File: config.mk
export PLATFORM = sky130hd
export DESIGN_NAME = rgen_register_access_controller
export DESIGN_NICKNAME = d
export VERILOG_FILES = /design/src/rtl/rgen_register_access_pkg.sv /design/src/rtl/rgen_address_match.sv /design/src/rtl/rgen_register_access_controller.sv
export SDC_FILE = /design/constraint.sdc
export NUM_CORES = 1
export LEC_CHECK = 0
export BUFFER_PORTS_ARGS = -buffer_cell sky130_fd_sc_hd__buf_2
export CAP_MARGIN = 20
export CORE_AREA = 2 2 102 104
export CTS_BUF_LIST = sky130_fd_sc_hd__clkbuf_4 sky130_fd_sc_hd__clkbuf_8
export CTS_CLUSTER_SIZE = 20
export DETAILED_ROUTE_END_ITERATION = 8
export DIE_AREA = 0 0 104 106
export HOLD_SLACK_MARGIN = 0.15
export PLACE_DENSITY_LB_ADDON = 0.12
export SYNTH_ARGS = -nofsm -noshare
export SYNTH_HDL_FRONTEND = slang
export SYNTH_SLANG_ARGS = --single-unit
File: constraint.sdc
create_clock -name i_clk -period 2.4 [get_ports i_clk]
set_input_delay 0.12 -clock i_clk [delete_from_list [all_inputs] [get_ports i_clk]]
set_output_delay 0.12 -clock i_clk [all_outputs]
set_load 0.03 [all_outputs]
File: src/rtl/rgen_register_access_pkg.sv
// Shared types for the register access controller: FSM states and response status codes.
package rgen_register_access_pkg;

  typedef enum logic [1:0] {
    IDLE     = 2'b00,
    ACCESS   = 2'b01,
    RESPONSE = 2'b10
  } state_e;

  localparam logic [1:0] STATUS_OK           = 2'b00;
  localparam logic [1:0] STATUS_DECODE_ERROR = 2'b01;
  localparam logic [1:0] STATUS_TIMEOUT      = 2'b10;

endpackage

File: src/rtl/rgen_address_match.sv
// Combinational decode of one register entry: address range, optional shadow index and
// direction permission must all agree for the entry to match.
module rgen_address_match #(
  parameter int                          ADDRESS_WIDTH      = 16,
  parameter int                          SHADOW_INDEX_WIDTH = 1,
  parameter logic [ADDRESS_WIDTH-1:0]      START_ADDRESS      = '0,
  parameter logic [ADDRESS_WIDTH-1:0]      END_ADDRESS        = '0,
  parameter logic                        READABLE           = 1'b1,
  parameter logic                        WRITABLE           = 1'b1,
  parameter logic                        USE_SHADOW_INDEX   = 1'b0,
  parameter logic [SHADOW_INDEX_WIDTH-1:0] SHADOW_INDEX_VALUE = '0
) (
  input  logic [ADDRESS_WIDTH-1:0]      i_address,
  input  logic [SHADOW_INDEX_WIDTH-1:0] i_shadow_index,
  input  logic                          i_write,
  output logic                          o_match
);

  logic above_start;
  logic below_end;
  logic shadow_ok;
  logic dir_ok;

  // A zero start bound is always satisfied; elaborate it away rather than compare against 0.
  if (START_ADDRESS == '0) begin : g_no_lo
    assign above_start = 1'b1;
  end else begin : g_lo
    assign above_start = (i_address >= START_ADDRESS);
  end

  assign below_end = (i_address <= END_ADDRESS);
  assign shadow_ok = !USE_SHADOW_INDEX || (i_shadow_index == SHADOW_INDEX_VALUE);
  assign dir_ok    = i_write ? WRITABLE : READABLE;
  assign o_match   = above_start && below_end && shadow_ok && dir_ok;

endmodule

File: src/rtl/rgen_register_access_controller.sv
// Single-outstanding register access controller: decode, one-hot select, wait for ready, respond.
// Define RGEN_ACCESS_TIMEOUT_EN to bound the ACCESS wait by TIMEOUT_CYCLES.
module rgen_register_access_controller
  import rgen_register_access_pkg::*;
#(
  parameter int REGISTERS          = 4,
  parameter int ADDRESS_WIDTH      = 16,
  parameter int DATA_WIDTH         = 32,
  parameter int SHADOW_INDEX_WIDTH = 1,
  parameter logic [REGISTERS*ADDRESS_WIDTH-1:0]      START_ADDRESSES     = '0,
  parameter logic [REGISTERS*ADDRESS_WIDTH-1:0]      END_ADDRESSES       = '0,
  parameter logic [REGISTERS-1:0]                    READABLE            = '1,
  parameter logic [REGISTERS-1:0]                    WRITABLE            = '1,
  parameter logic [REGISTERS-1:0]                    USE_SHADOW_INDEX    = '0,
  parameter logic [REGISTERS*SHADOW_INDEX_WIDTH-1:0] SHADOW_INDEX_VALUES = '0,
  parameter int TIMEOUT_CYCLES     = 15
) (
  input  logic                            i_clk,
  input  logic                            i_rst_n,
  input  logic                            i_request_valid,
  output logic                            o_request_ready,
  input  logic                            i_write,
  input  logic [ADDRESS_WIDTH-1:0]        i_address,
  input  logic [SHADOW_INDEX_WIDTH-1:0]   i_shadow_index,
  input  logic [DATA_WIDTH-1:0]           i_write_data,
  output logic [REGISTERS-1:0]            o_select,
  output logic                            o_write,
  output logic [DATA_WIDTH-1:0]           o_write_data,
  input  logic [REGISTERS-1:0]            i_register_ready,
  input  logic [REGISTERS*DATA_WIDTH-1:0] i_register_read_data,
  output logic                            o_response_valid,
  input  logic                            i_response_ready,
  output logic [DATA_WIDTH-1:0]           o_read_data,
  output logic [1:0]                      o_status
);

  state_e                  state_q, state_d;
  logic [REGISTERS-1:0]    select_q, select_d;
  logic                    write_q, write_d;
  logic [DATA_WIDTH-1:0]   wdata_q, wdata_d;
  logic [DATA_WIDTH-1:0]   rdata_q, rdata_d;
  logic [1:0]              status_q, status_d;

  logic [REGISTERS-1:0]    match;
  logic [REGISTERS-1:0]    winner;
  logic [DATA_WIDTH-1:0]   sel_data;
  logic                    sel_ready;
  logic                    timeout;

  for (genvar i = 0; i < REGISTERS; i++) begin : g_match
    rgen_address_match #(
      .ADDRESS_WIDTH      (ADDRESS_WIDTH),
      .SHADOW_INDEX_WIDTH (SHADOW_INDEX_WIDTH),
      .START_ADDRESS      (START_ADDRESSES[i*ADDRESS_WIDTH +: ADDRESS_WIDTH]),
      .END_ADDRESS        (END_ADDRESSES[i*ADDRESS_WIDTH +: ADDRESS_WIDTH]),
      .READABLE           (READABLE[i]),
      .WRITABLE           (WRITABLE[i]),
      .USE_SHADOW_INDEX   (USE_SHADOW_INDEX[i]),
      .SHADOW_INDEX_VALUE (SHADOW_INDEX_VALUES[i*SHADOW_INDEX_WIDTH +: SHADOW_INDEX_WIDTH])
    ) u_match (
      .i_address      (i_address),
      .i_shadow_index (i_shadow_index),
      .i_write        (i_write),
      .o_match        (match[i])
    );
  end

  // Scan high to low so the lowest matching index is the last writer and wins.
  always_comb begin
    winner = '0;
    for (int i = REGISTERS - 1; i >= 0; i--) begin
      if (match[i]) begin
        winner    = '0;
        winner[i] = 1'b1;
      end
    end
  end

  always_comb begin
    sel_data = '0;
    for (int i = 0; i < REGISTERS; i++) begin
      if (select_q[i]) sel_data = sel_data | i_register_read_data[i*DATA_WIDTH +: DATA_WIDTH];
    end
  end

  assign sel_ready = |(i_register_ready & select_q);

`ifdef RGEN_ACCESS_TIMEOUT_EN
  localparam int CNT_W = $clog2(TIMEOUT_CYCLES + 1);
  logic [CNT_W-1:0] cnt_q, cnt_d;

  // Held at zero outside ACCESS, so entry into ACCESS always starts from a clean count.
  assign cnt_d   = (state_q == ACCESS) ? cnt_q + 1'b1 : '0;
  assign timeout = (state_q == ACCESS) && (cnt_q == CNT_W'(TIMEOUT_CYCLES - 1));

  always_ff @(posedge i_clk or negedge i_rst_n) begin
    if (!i_rst_n) cnt_q <= '0;
    else          cnt_q <= cnt_d;
  end
`else
  assign timeout = 1'b0;
`endif

  always_comb begin
    state_d  = state_q;
    select_d = select_q;
    write_d  = write_q;
    wdata_d  = wdata_q;
    rdata_d  = rdata_q;
    status_d = status_q;
    unique case (state_q)
      IDLE: begin
        if (i_request_valid) begin
          write_d = i_write;
          wdata_d = i_write_data;
          if (|match) begin
            select_d = winner;
            state_d  = ACCESS;
          end else begin
            status_d = STATUS_DECODE_ERROR;
            rdata_d  = '0;
            state_d  = RESPONSE;
          end
        end
      end
      ACCESS: begin
        if (sel_ready) begin
          rdata_d  = write_q ? '0 : sel_data;
          status_d = STATUS_OK;
          select_d = '0;
          state_d  = RESPONSE;
        end else if (timeout) begin
          rdata_d  = '0;
          status_d = STATUS_TIMEOUT;
          select_d = '0;
          state_d  = RESPONSE;
        end
      end
      RESPONSE: begin
        if (i_response_ready) state_d = IDLE;
      end
      default: state_d = IDLE;
    endcase
  end

  always_ff @(posedge i_clk or negedge i_rst_n) begin
    if (!i_rst_n) begin
      state_q  <= IDLE;
      select_q <= '0;
      write_q  <= 1'b0;
      wdata_q  <= '0;
      rdata_q  <= '0;
      status_q <= STATUS_OK;
    end else begin
      state_q  <= state_d;
      select_q <= select_d;
      write_q  <= write_d;
      wdata_q  <= wdata_d;
      rdata_q  <= rdata_d;
      status_q <= status_d;
    end
  end

  assign o_request_ready  = (state_q == IDLE);
  assign o_response_valid = (state_q == RESPONSE);
  assign o_select         = select_q;
  assign o_write          = write_q;
  assign o_write_data     = wdata_q;
  assign o_read_data      = rdata_q;
  assign o_status         = status_q;

endmodule

# ---- Yosys cells after proc, flatten, opt, wreduce, memory -nomap -nowiden
# Cells that the tools add are included.
dict set report classes {
  magnitude_cmp 1
  eq_ne 7
  muxes 22
  bitwise 4
  n_reduce_logical 7
}
# operator count
set ops {}
lappend ops {{32-bit two-way mux} 8}
lappend ops {{32-bit bitwise OR} 3}
lappend ops {{32-bit one-hot mux with 2 select lines} 1}
lappend ops {{16-bit by 1-bit <= comparator with 1-bit output (second input constant)} 1}
lappend ops {{2-bit two-way mux} 7}
lappend ops {{4-bit two-way mux} 3}
lappend ops {{4-bit one-hot mux with 2 select lines} 1}
lappend ops {{4-bit AND reduction} 2}
lappend ops {{2-bit inequality test (second input constant)} 3}
lappend ops {{2-bit one-hot mux with 3 select lines} 1}
lappend ops {{4-bit AND} 1}
lappend ops {{2-bit by 1-bit inequality test with 1-bit output (second input constant)} 2}
lappend ops {{2-bit one-hot mux with 2 select lines} 1}
lappend ops {{4-bit OR reduction} 1}
lappend ops {{3-bit AND reduction} 1}
lappend ops {{2-bit by 1-bit == test with 1-bit output (second input constant)} 1}
lappend ops {{2-bit == test (second input constant)} 1}
lappend ops {{2-bit zero test} 1}
lappend ops {{2-bit AND reduction} 1}
lappend ops {{2-bit nonzero test} 1}
dict set report totals {
  register_bits 73
  in_bits 186
  output_inout_bits 73
  elab_cells 47
}

# ---- Logic depth before layout (Yosys ltp)
dict set report depth {
  ltp_word 10
  mapped_depth 6
  ltp_nobuf 4
}

# ---- Hierarchy
# A second synthesis with hierarchy kept.
dict set report hier_totals {
  hier_cells 383
  hier_area_um2 3612.2
}
# mod n_inst cells_each area_per_inst_um2 seq_area_each_um2
set modules_own_cells {}
lappend modules_own_cells {rgen_register_access_controller 1 363 3477.1 1801.7}
lappend modules_own_cells {rgen_address_match 4 5 33.8 0.0}

# ---- Least setup slack after synthesis
# Ideal clock, no wire load.
dict set report synth_timing {
  path_kind {register to register}
  startpoint {register state_q[1]}
  endpoint {register wdata_q[10], in the netlist o_write_data[10]}
  setup_time_ns 0.125
  t_arrival_ns 1.741
  t_required_ns 2.275
  path_slack_ns 0.534
  stages_incl_launch_ff 6
  n_path_buf 2
  synth_period_minus_slack_ns 1.866
  cell_sequence {dfrtp_1 nor2_1 and2_1 buf_4 buf_6 mux2_2}
}
dict set report synth_between {
  elab_chain_len 2
}
# item line_no
set synth_rtl {}
lappend synth_rtl {{start: declaration} rgen_register_access_controller.sv:37} ;# state_e state_q, state_d;
lappend synth_rtl {{start signal: assignment} rgen_register_access_controller.sv:155} ;# state_q <= state_d;
lappend synth_rtl {{2-bit zero test} --}
lappend synth_rtl {{via o_request_ready} rgen_register_access_controller.sv:21} ;# output logic o_request_ready,
lappend synth_rtl {{2-bit AND reduction (no line)} --}
lappend synth_rtl {{end signal: assignment} rgen_register_access_controller.sv:158} ;# wdata_q <= wdata_d;
lappend synth_rtl {{end: declaration} rgen_register_access_controller.sv:40} ;# logic [DATA_WIDTH-1:0] wdata_q, wdata_d;
# The timed path passes the listed nets, and every way through them passes these cells.
# A chain may end at the register's enable or synchronous reset.

# ---- Worst setup path after layout
dict set report layout_timing {
  startpoint {register state_q[1]}
  endpoint {register state_q[0]}
}
dict set report layout_between {
  elab_chain_len 3
  word_cells_on_any_way 8
  cone_classes {eq/ne: 5; mux: 1; reduce/logical: 2}
}
# item line_no
set layout_rtl {}
lappend layout_rtl {{2-bit == test, or another cell as far along} rgen_register_access_controller.sv:111} ;# unique case (state_q)
lappend layout_rtl {{2-bit by 1-bit inequality test with 1-bit output (no line) / 2-bit inequality test (equally long branches)} --}
lappend layout_rtl {{3-bit AND reduction (no line)} --}
# Several ways; a longest one is shown, not always the timed one.

==> qor.csv <==
stage,metric,value,unit
flow_run,number of max-cap violations,0,
yosys,synth warn,0,
clock_tree,CTS resizes,0,
timing,max-slew violation count,0,
yosys,top post-synthesis cells by area,"dfrtp_1, mux2_2, a22o_1, buf_6, nor4_4",
setup_path,worst reg-to-reg setup slack,670,ps
timing,Max Clock Skew,9.38,ps
yosys,"top cells by count, synth","dfrtp_1, mux2_2, a22o_1",
timing,Final Hold Vio Count,0,
floorplanning,die span in x,104,microns
yosys,Seq cells post-synth,69,
setup_path,"Buf+Inv Stages, Crit Path",1,
routing,vias post-DR,2280,
setup_path,Crit. Startpoint,state_q[1]$_DFFE_PN0P_,
clock_tree,clock buffer depth,2,
clock_tree,CTS root buf,clkbuf_8,
yosys,"EDFF count, synth",0,
floorplanning,die height,106,microns
timing,maximum clock rate,0.578,GHz
final_layout,Fillers,911,
grt,grt total ovfl,0,
routing,Routed Antenna Nets,0,
clock_tree,CTS buffer count,9,
routing,post-DR vias/cell,4.19,
hold_path,Hold Crit Class,input pin to flop,
yosys,Yosys top cell area share,64.0,%
grt,first-pass GRT wire length,11800,microns
final_layout,Multi-input gate area,866,sq um
routing,Total Wirelength,7110,microns
pwr,Pwr per Cell Area,668,mW/mm^2
grt,pin count of the biggest net entering global routing,34,
yosys,top-count cell post-synth,dfrtp_1,
setup_path,most frequent CP cell,nand2_1,
setup_path,CP arrival,2000,ps
final_layout,diodes inserted,0,
yosys,Post-synth ARST share,100,%
final_layout,area grow syn2layout,65.6,%
setup_path,CP Cell Sequence,"nor2_1, nand2_1, or2_2, nand2_1, dlygate4sd3_1",
clock_tree,total setup buffers inserted after CTS,0,
run_status,status,finished clean,
clock_tree,hold buffers post-CTS,71,
final_layout,Storage cell area,0.00173,sq mm
placed_design,GPL Wtd Cong,0.709,
final_layout,layout cell share with drive strength beyond 1,53.2,%
setup_path,Worst Setup EP,state_q[0]$_DFFE_PN0P_,
clock_tree,clk sinks,69,
grt,gr usage total,13.5,%
setup_path,R2R Path End,state_q[0]$_DFFE_PN0P_,
placed_design,Port Buffers,154,
setup_path,CP required,2670,ps
floorplanning,row cnt,37,
clock_tree,Worst-path clk slew,80,ps
yosys,top_reg_cell synth,dfrtp_1,
timing,RSZ-0062 raised after global routing,no,
yosys,Synth Cell Area,0.00270,sq mm
timing,hold_ws,215,ps
setup_path,CP peak stage delay,550,ps
final_layout,nets,589,
yosys,Cell variety after synth,24,
routing,DR iter-0 viols,107,
setup_path,CP startpoint kind,flop,
timing,Worst-Margin Slew,709,ps
setup_path,Worst Setup End Kind,flop,
timing,fin crit share,72.0,%
final_layout,final core utilization,44.7,%
yosys,Mapped Cells,173,
routing,# DRC,0,
pwr,Worst IR Drop VDD,0.214,mV
floorplanning,I/O pin count,259,
grt,initial antenna violation count,0,
clock_tree,H-tree levels,3,
yosys,"Avg Cell Area, Syn",15.6,sq um
setup_path,CP Depth,5,
routing,WL/cell,13.1,microns
yosys,top cell type by total area after synthesis,dfrtp_1,
placed_design,DP HPWL,4570,microns
timing,Final Critical Period,1730,ps
setup_path,Crit-path slowest cell,dlygate4sd3_1,
routing,router iterations before antenna repair,6,
yosys,"Seq/Total Area, Yosys",64.0,%
setup_path,worst r2r src,state_q[1]$_DFFE_PN0P_,
floorplanning,Placeable Area,0.0100,sq mm
clock_tree,"Clk Latency, worst-skew pair",340,ps
floorplanning,die area,0.0110,sq mm
timing,final setup vio count,0,
pwr,Leak,0.00227,uW
grt,vias in the first global route,2370,
setup_path,R2R depth,5,
timing,Post-Route Setup TNS,0,ps
clock_tree,CTS tree,built,
floorplanning,Initial Util,27.0,%
setup_path,"Max FO, Critical Path",6,
timing,Slew headroom,52.7,%
setup_path,critical path's top delay family,simple AND/OR/NAND/NOR gates,
setup_path,critical path class,flop to flop,
-- layout make-up --
| type | instances | share of cell area [%] |
|---|---|---|
| inverters | 1 | 0.0840 |
| clock inverters | 6 | 0.896 |
| multi-input cells | 92 | 19.4 |
| flip-flops and latches | 69 | 38.6 |
| well taps | 136 | 3.81 |
| clock buffers | 10 | 2.94 |
| repair buffers | 230 | 34.3 |
-- report_power, final --
group | internal, uW | total (uW) | switching, uW
logic | 344 | 818 | 474
registers | 1290 | 1350 | 59.3
clock network | 384 | 819 | 435
-- worst min path at each step --
stage	end	cells past startpoint	slack, ps	from
detailed placement	o_write_data[14]$_DFFE_PN0P_	1	220	i_rst_n
finish	o_status[0]$_DFFE_PN0P_	5	210	i_address[15]
global placement	o_write_data[17]$_DFFE_PN0P_	1	220	i_rst_n
CTS	o_status[0]$_DFFE_PN0P_	5	210	i_address[15]
global route	o_status[0]$_DFFE_PN0P_	5	240	i_address[15]
floorplan	o_read_data[0]$_DFFE_PN0P_	0	-180	i_rst_n
-- cell usage in the layout (no fill, tap or decap), types with 2 or more instances in the layout --
| cell | instances |
|---|---|
| buf_2 | 154 |
| dlygate4sd3_1 | 71 |
| dfrtp_1 | 69 |
| mux2_2 | 33 |
| a22o_1 | 32 |
| clkbuf_8 | 9 |
| nand2_1 | 5 |
| conb_1 | 4 |
| buf_4 | 4 |
| clkinv_2 | 3 |
| nor2_1 | 2 |
| nor4_4 | 2 |
| nor4_2 | 2 |
| clkinv_4 | 2 |
-- logic make-up after synthesis --
group	share of synthesized area, %
DFF	64.0
AOI/OAI and AO/OA	11.8
muxes	13.8
and+or+nand+nor	5.80
buffers and inverters	4.50
other	0.139
-- through the flow --
| step | power [uW] | cell area [sq um] | setup WS (ps) | cells |
|---|---|---|---|---|
| final | 2990 | 4470 | 671 | 544 |
| after global routing | 3150 | 4470 | 586 | 544 |
| after CTS | 3040 | 4470 | 689 | 544 |
| after detailed placement | 2110 | 3590 | 754 | 457 |
| after global placement | 2100 | 3590 | 784 | 457 |
| after floorplan | 1850 | 2710 | 534 | 176 |
-- flip-flops by register name, summed over array words and instances, names as in the netlist --
| signal | count |
|---|---|
| o_select | 1 |
| state_q | 2 |
| o_status | 1 |
| o_read_data | 32 |
| o_write | 1 |
| o_write_data | 32 |
-- routing by layer --
metal	wire, microns	global-route usage (%)	share of wire [%]	vias to the layer above
met5	0	0	0	-
met4	143	5.89	2.0	0
met3	685	5.40	9.6	12
met2	3150	20.4	44	131
met1	3130	17.1	44	1049
li1	-	-	-	1088
-- tightest hold or removal path: stages --
cell     delay [ps]
buf_2           100
nor4_4           40
nand4_2         110
a21oi_1          80
nor2_1           70
No activity file was read; power rests on OpenSTA's default activity.
